==> src/rtl/softmc_pkg.sv <==
// Shared definitions for the instruction-sequence ingress block.
// Holds the opcode field position, the default end-of-sequence opcode and
// padding instruction, the loader FSM state type and a small helper that
// extracts the opcode from a 32-bit instruction word.
package softmc_pkg;

   localparam int OPCODE_MSB = 31;
   localparam int OPCODE_LSB = 28;

   localparam logic [3:0]  END_OP_DEFAULT    = 4'hF;
   localparam logic [31:0] NOP_INSTR_DEFAULT = 32'h0;

   typedef enum logic [1:0] {
      IDLE,
      LOAD_APP,
      LOAD_MAINT,
      PAD
   } iseq_state_t;

   function automatic logic [3:0] opcode_of(input logic [31:0] instr);
      return instr[OPCODE_MSB:OPCODE_LSB];
   endfunction

endpackage

==> src/rtl/iseq_ingress_if.sv <==
// Bus bundle between the ingress block and its neighbours.
// master: the side that offers instructions, reports dispatcher status and
//         pops the lanes (host, maintenance unit, dispatcher).
// slave : the ingress block itself.
// Signals:
//   app_en/app_instr/app_ack       host instruction offer and acceptance
//   maint_en/maint_instr/maint_ack maintenance instruction offer and acceptance
//   disp_ready                     dispatcher idle
//   iseq_start                     one-cycle start of the oldest committed sequence
//   lane_rd_en/lane_data/lane_empty per-lane pop, head word, empty flag
//   iq_full                        any lane full
//   pending_seqs                   committed sequences not yet started
interface iseq_ingress_if #(
   parameter int NUM_LANES = 2,
   parameter int MAX_SEQS  = 2
);
   localparam int PEND_W = $clog2(MAX_SEQS + 1);

   logic                    app_en;
   logic [31:0]             app_instr;
   logic                    app_ack;
   logic                    maint_en;
   logic [31:0]             maint_instr;
   logic                    maint_ack;
   logic                    disp_ready;
   logic                    iseq_start;
   logic [NUM_LANES-1:0]    lane_rd_en;
   logic [32*NUM_LANES-1:0] lane_data;
   logic [NUM_LANES-1:0]    lane_empty;
   logic                    iq_full;
   logic [PEND_W-1:0]       pending_seqs;

   modport master (
      output app_en, app_instr, maint_en, maint_instr, disp_ready, lane_rd_en,
      input  app_ack, maint_ack, iseq_start, lane_data, lane_empty, iq_full, pending_seqs
   );

   modport slave (
      input  app_en, app_instr, maint_en, maint_instr, disp_ready, lane_rd_en,
      output app_ack, maint_ack, iseq_start, lane_data, lane_empty, iq_full, pending_seqs
   );

endinterface

==> src/rtl/iseq_ingress_lane_fifo.sv <==
// lane_fifo: first-word-fall-through FIFO holding one instruction lane.
// Ports:
//   clk, rst        clock and asynchronous active-high reset
//   wr_en, wr_data  push (ignored while full)
//   rd_en           pop (ignored while empty)
//   rd_data         head word, forced to zero while empty
//   full, empty     status flags, both taken before any same-cycle pop
module lane_fifo #(
   parameter int WIDTH = 32,
   parameter int DEPTH = 64
) (
   input  logic             clk,
   input  logic             rst,
   input  logic             wr_en,
   input  logic [WIDTH-1:0] wr_data,
   input  logic             rd_en,
   output logic [WIDTH-1:0] rd_data,
   output logic             full,
   output logic             empty
);
   localparam int AW = $clog2(DEPTH);

   logic [WIDTH-1:0] mem [DEPTH];
   logic [AW:0]      wr_ptr;
   logic [AW:0]      rd_ptr;
   logic             do_write;
   logic             do_read;

   // Pointers carry one extra wrap bit so full and empty can be told apart
   assign full     = (wr_ptr[AW] != rd_ptr[AW]) && (wr_ptr[AW-1:0] == rd_ptr[AW-1:0]);
   assign empty    = (wr_ptr == rd_ptr);
   assign do_write = wr_en && !full;
   assign do_read  = rd_en && !empty;
   assign rd_data  = empty ? '0 : mem[rd_ptr[AW-1:0]];

   always_ff @(posedge clk or posedge rst) begin
      if (rst) begin
         wr_ptr <= '0;
         rd_ptr <= '0;
      end else begin
         if (do_write) wr_ptr <= wr_ptr + (AW+1)'(1);
         if (do_read)  rd_ptr <= rd_ptr + (AW+1)'(1);
      end
   end

   // Storage is not reset; stale words are hidden by the empty flag
   always_ff @(posedge clk) begin
      if (do_write) mem[wr_ptr[AW-1:0]] <= wr_data;
   end

endmodule

==> src/rtl/iseq_ingress.sv <==
// iseq_ingress: collects instruction sequences from the host (app) or the
// maintenance unit, spreads them round-robin over NUM_LANES lane FIFOs,
// pads each sequence with NOPs up to a full lane row, counts committed
// sequences and starts the dispatcher once per idle period.
// Ports:
//   clk, rst  clock and asynchronous active-high reset
//   bus       iseq_ingress_if slave modport (offers, acks, dispatch, lanes)
module iseq_ingress
   import softmc_pkg::*;
#(
   parameter int          NUM_LANES  = 2,
   parameter int          FIFO_DEPTH = 64,
   parameter int          MAX_SEQS   = 2,
   parameter logic [3:0]  END_OP     = END_OP_DEFAULT,
   parameter logic [31:0] NOP_INSTR  = NOP_INSTR_DEFAULT
) (
   input  logic           clk,
   input  logic           rst,
   iseq_ingress_if.slave  bus
);
   localparam int LW = (NUM_LANES > 1) ? $clog2(NUM_LANES) : 1;
   localparam int PW = $clog2(MAX_SEQS + 1);

   iseq_state_t             state;
   iseq_state_t             state_next;
   logic [LW-1:0]           wr_lane;
   logic [PW-1:0]           pending;
   logic                    armed;
   logic                    app_ack;
   logic                    maint_ack;
   logic                    wr_en;
   logic [31:0]             wr_data;
   logic                    commit;
   logic                    start;
   logic                    target_full;
   logic                    can_accept;
   logic                    last_lane;
   logic [NUM_LANES-1:0]    lane_wr;
   logic [NUM_LANES-1:0]    lane_full;
   logic [NUM_LANES-1:0]    lane_empty;
   logic [31:0]             lane_q [NUM_LANES];
   logic [32*NUM_LANES-1:0] lane_data_flat;

   // Full flag of the lane the next word will land in
   always_comb begin
      target_full = 1'b0;
      for (int i = 0; i < NUM_LANES; i++) begin
         if (wr_lane == LW'(i)) target_full = lane_full[i];
      end
   end

   assign last_lane  = (wr_lane == LW'(NUM_LANES - 1));
   assign can_accept = !rst && !target_full && (pending < PW'(MAX_SEQS));
   assign start      = !rst && armed && bus.disp_ready && (pending != '0);

   // Loader state register
   always_ff @(posedge clk or posedge rst) begin
      if (rst) state <= IDLE;
      else     state <= state_next;
   end

   // Loader next state and write control. The source that wins the first
   // word owns the lanes until its END word has been padded to a full row;
   // a write into the last lane after END is the commit point.
   always_comb begin
      state_next = state;
      app_ack    = 1'b0;
      maint_ack  = 1'b0;
      wr_en      = 1'b0;
      wr_data    = NOP_INSTR;
      commit     = 1'b0;
      case (state)
         IDLE: begin
            if (bus.maint_en && can_accept) begin
               maint_ack  = 1'b1;
               state_next = LOAD_MAINT;
            end else if (bus.app_en && can_accept) begin
               app_ack    = 1'b1;
               state_next = LOAD_APP;
            end
         end
         LOAD_APP:   app_ack   = bus.app_en && can_accept;
         LOAD_MAINT: maint_ack = bus.maint_en && can_accept;
         PAD: begin
            if (!target_full) begin
               wr_en = 1'b1;
               if (last_lane) begin
                  commit     = 1'b1;
                  state_next = IDLE;
               end
            end
         end
         default: state_next = IDLE;
      endcase
      if (app_ack || maint_ack) begin
         wr_en   = 1'b1;
         wr_data = maint_ack ? bus.maint_instr : bus.app_instr;
         if (opcode_of(wr_data) == END_OP) begin
            if (last_lane) begin
               commit     = 1'b1;
               state_next = IDLE;
            end else begin
               state_next = PAD;
            end
         end
      end
   end

   // Round-robin lane pointer, advanced by every word written
   always_ff @(posedge clk or posedge rst) begin
      if (rst)        wr_lane <= '0;
      else if (wr_en) wr_lane <= last_lane ? '0 : wr_lane + LW'(1);
   end

   // Committed-sequence count; a commit and a start together cancel out
   always_ff @(posedge clk or posedge rst) begin
      if (rst) begin
         pending <= '0;
      end else begin
         case ({commit, start})
            2'b10:   pending <= pending + PW'(1);
            2'b01:   pending <= pending - PW'(1);
            default: pending <= pending;
         endcase
      end
   end

   // One start per dispatcher busy period: disarm on start, re-arm once the
   // dispatcher has been seen busy
   always_ff @(posedge clk or posedge rst) begin
      if (rst)                  armed <= 1'b1;
      else if (start)           armed <= 1'b0;
      else if (!bus.disp_ready) armed <= 1'b1;
   end

   // Steer the single write port to the selected lane
   always_comb begin
      lane_wr = '0;
      for (int i = 0; i < NUM_LANES; i++) begin
         if (wr_en && (wr_lane == LW'(i))) lane_wr[i] = 1'b1;
      end
   end

   for (genvar g = 0; g < NUM_LANES; g++) begin : g_lane
      lane_fifo #(
         .WIDTH (32),
         .DEPTH (FIFO_DEPTH)
      ) u_fifo (
         .clk     (clk),
         .rst     (rst),
         .wr_en   (lane_wr[g]),
         .wr_data (wr_data),
         .rd_en   (bus.lane_rd_en[g]),
         .rd_data (lane_q[g]),
         .full    (lane_full[g]),
         .empty   (lane_empty[g])
      );
   end

   // Flatten lane heads, lane i at bits [32i+31:32i]
   always_comb begin
      lane_data_flat = '0;
      for (int i = 0; i < NUM_LANES; i++) begin
         lane_data_flat[32*i +: 32] = lane_q[i];
      end
   end

   assign bus.app_ack      = app_ack;
   assign bus.maint_ack    = maint_ack;
   assign bus.iseq_start   = start;
   assign bus.lane_data    = lane_data_flat;
   assign bus.lane_empty   = lane_empty;
   assign bus.iq_full      = |lane_full;
   assign bus.pending_seqs = pending;

endmodule
==> src/flat_wrapper.sv <==
// flat-port wrapper written by rule: the top's interface ports become plain ports
module iseq_ingress_flat import softmc_pkg::*;
#(
   parameter int          NUM_LANES  = 2,
   parameter int          FIFO_DEPTH = 64,
   parameter int          MAX_SEQS   = 2,
   parameter logic [3:0]  END_OP     = END_OP_DEFAULT,
   parameter logic [31:0] NOP_INSTR  = NOP_INSTR_DEFAULT
)
  (clk, rst, bus_app_en, bus_app_instr, bus_maint_en, bus_maint_instr, bus_disp_ready, bus_lane_rd_en, bus_app_ack, bus_maint_ack, bus_iseq_start, bus_lane_data, bus_lane_empty, bus_iq_full, bus_pending_seqs);
  iseq_ingress_if #(.NUM_LANES(NUM_LANES), .MAX_SEQS(MAX_SEQS)) bus_i ();
  input  logic clk;
  input  logic rst;
  input wire logic [$bits(bus_i.app_en)-1:0] bus_app_en;
  input wire logic [$bits(bus_i.app_instr)-1:0] bus_app_instr;
  input wire logic [$bits(bus_i.maint_en)-1:0] bus_maint_en;
  input wire logic [$bits(bus_i.maint_instr)-1:0] bus_maint_instr;
  input wire logic [$bits(bus_i.disp_ready)-1:0] bus_disp_ready;
  input wire logic [$bits(bus_i.lane_rd_en)-1:0] bus_lane_rd_en;
  output wire logic [$bits(bus_i.app_ack)-1:0] bus_app_ack;
  output wire logic [$bits(bus_i.maint_ack)-1:0] bus_maint_ack;
  output wire logic [$bits(bus_i.iseq_start)-1:0] bus_iseq_start;
  output wire logic [$bits(bus_i.lane_data)-1:0] bus_lane_data;
  output wire logic [$bits(bus_i.lane_empty)-1:0] bus_lane_empty;
  output wire logic [$bits(bus_i.iq_full)-1:0] bus_iq_full;
  output wire logic [$bits(bus_i.pending_seqs)-1:0] bus_pending_seqs;
  assign bus_i.app_en = bus_app_en;
  assign bus_i.app_instr = bus_app_instr;
  assign bus_i.maint_en = bus_maint_en;
  assign bus_i.maint_instr = bus_maint_instr;
  assign bus_i.disp_ready = bus_disp_ready;
  assign bus_i.lane_rd_en = bus_lane_rd_en;
  assign bus_app_ack = bus_i.app_ack;
  assign bus_maint_ack = bus_i.maint_ack;
  assign bus_iseq_start = bus_i.iseq_start;
  assign bus_lane_data = bus_i.lane_data;
  assign bus_lane_empty = bus_i.lane_empty;
  assign bus_iq_full = bus_i.iq_full;
  assign bus_pending_seqs = bus_i.pending_seqs;
  iseq_ingress #(.NUM_LANES(NUM_LANES), .FIFO_DEPTH(FIFO_DEPTH), .MAX_SEQS(MAX_SEQS), .END_OP(END_OP), .NOP_INSTR(NOP_INSTR)) u_core (.clk(clk), .rst(rst), .bus(bus_i));
endmodule
==> config.mk <==
export PLATFORM = sky130hd
export DESIGN_NAME = iseq_ingress_flat
export DESIGN_NICKNAME = d
export VERILOG_FILES = /design/src/rtl/softmc_pkg.sv /design/src/rtl/iseq_ingress_if.sv /design/src/rtl/iseq_ingress_lane_fifo.sv /design/src/rtl/iseq_ingress.sv /design/src/flat_wrapper.sv
export SDC_FILE = /design/constraint.sdc
export NUM_CORES = 2
export LEC_CHECK = 0
export BUFFER_PORTS_ARGS = -buffer_cell sky130_fd_sc_hd__buf_2
export CORE_ASPECT_RATIO = 1.2
export CORE_MARGIN = 2
export CORE_UTILIZATION = 30
export CTS_BUF_LIST = sky130_fd_sc_hd__clkbuf_2
export CTS_CLUSTER_SIZE = 16
export DETAILED_ROUTE_END_ITERATION = 10
export PLACE_DENSITY = 0.49
export SLEW_MARGIN = 20
export SYNTH_ARGS = -nofsm -noshare
export SYNTH_HDL_FRONTEND = slang
export SYNTH_SLANG_ARGS = --single-unit
==> constraint.sdc <==
create_clock -name clk -period 6.05 [get_ports clk]
set_input_delay 0.9075 -clock clk [delete_from_list [all_inputs] [get_ports clk]]
set_output_delay 0.9075 -clock clk [all_outputs]
set_load 0.05 [all_outputs]
==> metrics.log <==
[metrics] proportion of synthesized chip area in sequential cells: 78.1%
[metrics] netlist area before placement: roughly 160,000 sq um
[metrics] ys flop type: edfxtp_1
[metrics] result of the run: finished, violations left
[metrics] crit path launch type: register
[metrics] first-pass GRT wire length: 667,000 um
[metrics] worst supply voltage drop on vdd: between 0.0005 and 0.0006 V
[metrics] final net count: roughly 8,400
[metrics] power density over the cells: 470 nW/um^2
[metrics] Avg Vias per Cell: slightly above 5
[metrics] depth of the worst register-to-register path: 13
[metrics] antenna violations before repair: 39
[metrics] clock-pin slew of the registers on the worst-case setup and hold paths: 0.12 ns
[metrics] maximum level of the CTS H-tree: 6
[metrics] width of the die: between 600 and 700 um
[metrics] Root Buffer Master: clkbuf_2
[metrics] net count after synthesis: 6,790
[metrics] post-layout utilization of the core: a little over a third
[metrics] std cell rows: 292
[metrics] Floorplan Core Area: 526,000 sq um
[metrics] via count: between 80,000 and 90,000
[metrics] first-pass iteration count of the detailed router: 5
[metrics] Cells after Synth: roughly 6,700
[metrics] Lkg Pwr: around 63 nW
[metrics] via count of the first global-routing pass: 83,959
[metrics] Die Footprint: approximately 530,000 sq um
[metrics] number of design rule violations left after detail routing: 0
[metrics] average size of a mapped cell: between 20 and 25 sq um
[metrics] ANT nets after route: 0
[metrics] TritonCTS clock tree: done
[metrics] Hold Fails Final Rpt: 0
[metrics] Max Clock Freq: about 160 MHz
[metrics] final cycle utilization of the critical path: 102%
[metrics] slowest stage delay, CP: 0.54 ns
[metrics] sum of overflow across all layers after global routing: 0
[metrics] Critical-path top delay cell: dfrtp_4
[metrics] violated checks: negative setup slack
[metrics] fill cell total of the finished layout: 48,545
[metrics] initial standard-cell utilization of the core: between 30% and 40%
[metrics] sum of negative setup slack: -0.735 ns
[metrics] maximum number of pins on one net before global-route repair: 129
[metrics] clk_lat worst skew: 2.45 ns
[metrics] Max-cap violations: 0
[metrics] number of enable-type register cells in the synthesized netlist: 4,096
[metrics] Final HPWL DP: 254,000 um
[metrics] arrival time at the worst endpoint: 5.26 ns
[metrics] Tmin final: 6.17 ns
[metrics] top-count cell post-synth: edfxtp_1
[metrics] Critical Setup Path Class: reg2out
[metrics] top cell types by occurrence after synthesis: 4,096 x edfxtp_1, 1,142 x mux4_2, 189 x mux2i_1
[metrics] largest buffer count on any clock path: 4
[metrics] number of clock sinks: 4,130
[metrics] Area Overhead vs Synth: 21.3%
[metrics] share of the synthesized area in the top cell type: 77.6%
[metrics] RSZ-0062 raised after global routing: yes
[metrics] CP bufs+invs: 6
[metrics] biggest area consumer among synthesized cells: edfxtp_1
[metrics] synthesis warning total: 0
[metrics] Finish-stage setup viols: 19
[metrics] kind of end point of the critical path: output port
[metrics] routed wire length: 492,000 um
[metrics] cells along the critical path: buf_12 -> buf_16 -> buf_12 -> buf_16 -> buf_4 -> mux4_2 -> mux2i_1 -> a22oi_2 -> nand3_2 -> o221ai_2 -> buf_4
[metrics] setup slack after layout: -0.121 ns
[metrics] drt first-iter violations: 8,755
[metrics] Port Buffer Count: 142
[metrics] tightest slew margin relative to the limit: 23.8%
[metrics] required time of the worst setup path: 5.14 ns
[metrics] Yosys cell types: 63
[metrics] vertical die dimension: roughly 800 um
[metrics] Max Fanout on Critical Path: 6
[metrics] share of async-settable or async-resettable flops after synthesis: 0.823%
[metrics] worst hold path depth: 5
[metrics] skew final: 0.234 ns
[metrics] layout cell share with drive strength beyond 1: ~45%
[metrics] transition at the pin with the smallest max-transition slack: between 1 and 1.5 ns
[metrics] type of the worst min-delay path: in2reg
[metrics] number of buffers added by the clock tree synthesis step: approximately 940
[metrics] wire length per cell after detailed routing: roughly 31 um
[metrics] Yosys reg bits: just over 4,000
[metrics] cell types with the largest area share after synthesis: edfxtp_1 78%, mux4_2 16%, mux2i_1 1.2%
[metrics] placer congestion estimate: 0.825
[metrics] Total GRT Usage: 17.8%
[metrics] num ports: 143
[metrics] Slew Viols, Final: 0
[metrics] cell depth of the worst setup path: 11
[metrics] dominant delay contributor by cell family on the critical path: buffers and inverters
sequential cells by signal, indices dropped and copies added (netlist names):
register	cells
u_core.armed	1
u_core.state	2
u_core.g_lane.u_fifo.wr_ptr	14
u_core.g_lane.u_fifo.mem	4096
u_core.last_lane	1
u_core.bus.pending_seqs	2
u_core.g_lane.u_fifo.rd_ptr	14
final cells by class:
type	count	area [sq um]	share of cell area (%)
Timing Repair Buffer	1028	13600	7.06
Sequential cell	4130	124000	64.4
Inverter	75	359	0.187
Antenna cell	31	77.6	0.0403
Tap cell	7056	8830	4.59
Clock buffer	1386	6940	3.61
Clock inverter	307	1850	0.962
Multi-Input combinational cell	2120	36800	19.1
layout by cell type (no fill, tap or decap), drive strengths merged, types with 9 or more instances in the layout:
cell type,count
a21oi,36
a221oi,22
a22o,32
a22oi,96
a32oi,15
buf,816
bufbuf,12
bufinv,22
clkbuf,1419
clkinv,257
clkinvlp,25
dfrtp,33
diode,31
dlygate4sd3,167
edfxtp,4096
ha,9
inv,78
mux2,26
mux2i,189
mux4,1142
nand2,66
nand2b,11
nand3,51
nand3b,9
nand4,10
nor2,165
nor2b,11
nor3,11
o21ai,56
o221ai,35
o22ai,10
xnor2,24
xor2,17
worst register-to-register path: cells and delay by family, from the launching register on:
| family | cells | cell delay, ns |
|---|---|---|
| compound gates | 3 | 0.84 |
| xor+xnor | 1 | 0.18 |
| buf+inv | 7 | 2.46 |
| flops | 1 | 0.54 |
| simple gates | 2 | 0.51 |
what timing repair did:
item | in CTS | in global routing
hold endpoints to repair | 4167 | 0
pin swaps | 82 | 105
setup endpoints to repair | 69 | 63
gates resized for setup | 799 | 231
buffers inserted | 145 | 105
hold buffers | 194 | 0
gates cloned | 84 | 35
worst paths after layout:
kind | from | to | slack (ns)
setup reg to reg | u_core.g_lane[0].u_fifo.rd_ptr[0]$_DFFE_PP0P_ | u_core.g_lane[0].u_fifo.mem[35][4]$_DFFE_PP_ | 1.02
max in group asynchronous | rst | u_core.g_lane[0].u_fifo.rd_ptr[1]$_DFFE_PP0P_ | 3.69
setup / recovery | u_core.g_lane[1].u_fifo.rd_ptr[0]$_DFFE_PP0P_ | bus_lane_data[40] | -0.12
hold / removal | bus_app_instr[7] | u_core.g_lane[1].u_fifo.mem[60][7]$_DFFE_PP_ | 0.32
min in group asynchronous | rst | u_core.bus.pending_seqs[1]$_DFFE_PP0P_ | 1.19
hold reg to reg | u_core.g_lane[0].u_fifo.rd_ptr[6]$_DFFE_PP0P_ | u_core.g_lane[0].u_fifo.rd_ptr[6]$_DFFE_PP0P_ | 0.51
metrics by stage:
step | power, mW | instances | hold slack [ns] | worst slack (ns) | instance area [sq um]
floorplan | 51.5 | 6710 | 0.441 | 0.468 | 159000
global placement | 62.3 | 13870 | 0.451 | 0.583 | 171000
detailed placement | 62.5 | 13870 | 0.462 | 0.710 | 171000
CTS | 89.1 | 15980 | 0.00372 | -0.398 | 190000
global route | 93.7 | 16118 | 0.174 | -0.345 | 192000
finish | 90.4 | 16133 | 0.320 | -0.121 | 192000
cell families (layout without fill, tap and decap cells):
kind of cell | count (synthesis) | count (layout) | share of synthesized area [%]
mux | 1357 | 1357 | 17.6
flops | 4130 | 4130 | 78.1
buf+inv | 460 | 2796 | 1.31
other cells | 0 | 31 | 0
compound gates | 338 | 338 | 1.54
simple gates | 375 | 375 | 1.13
fa+ha+maj | 9 | 9 | 0.0710
xor+xnor | 41 | 41 | 0.227
power by group:
group	internal, mW	switching (mW)	leakage (nW)
registers	32.9	0.350	38.2
clock network	7.10	11.0	6.61
logic	17.1	22.0	17.9
layer usage:
layer	vias up	GRT usage [%]	routed length [um]
li1	32738	-	-
met4	12	5.52	13900
met5	-	0	83
met3	731	2.96	32600
met2	3319	29.8	245000
met1	44831	23.8	201000
(Power assumes the default switching activity.)
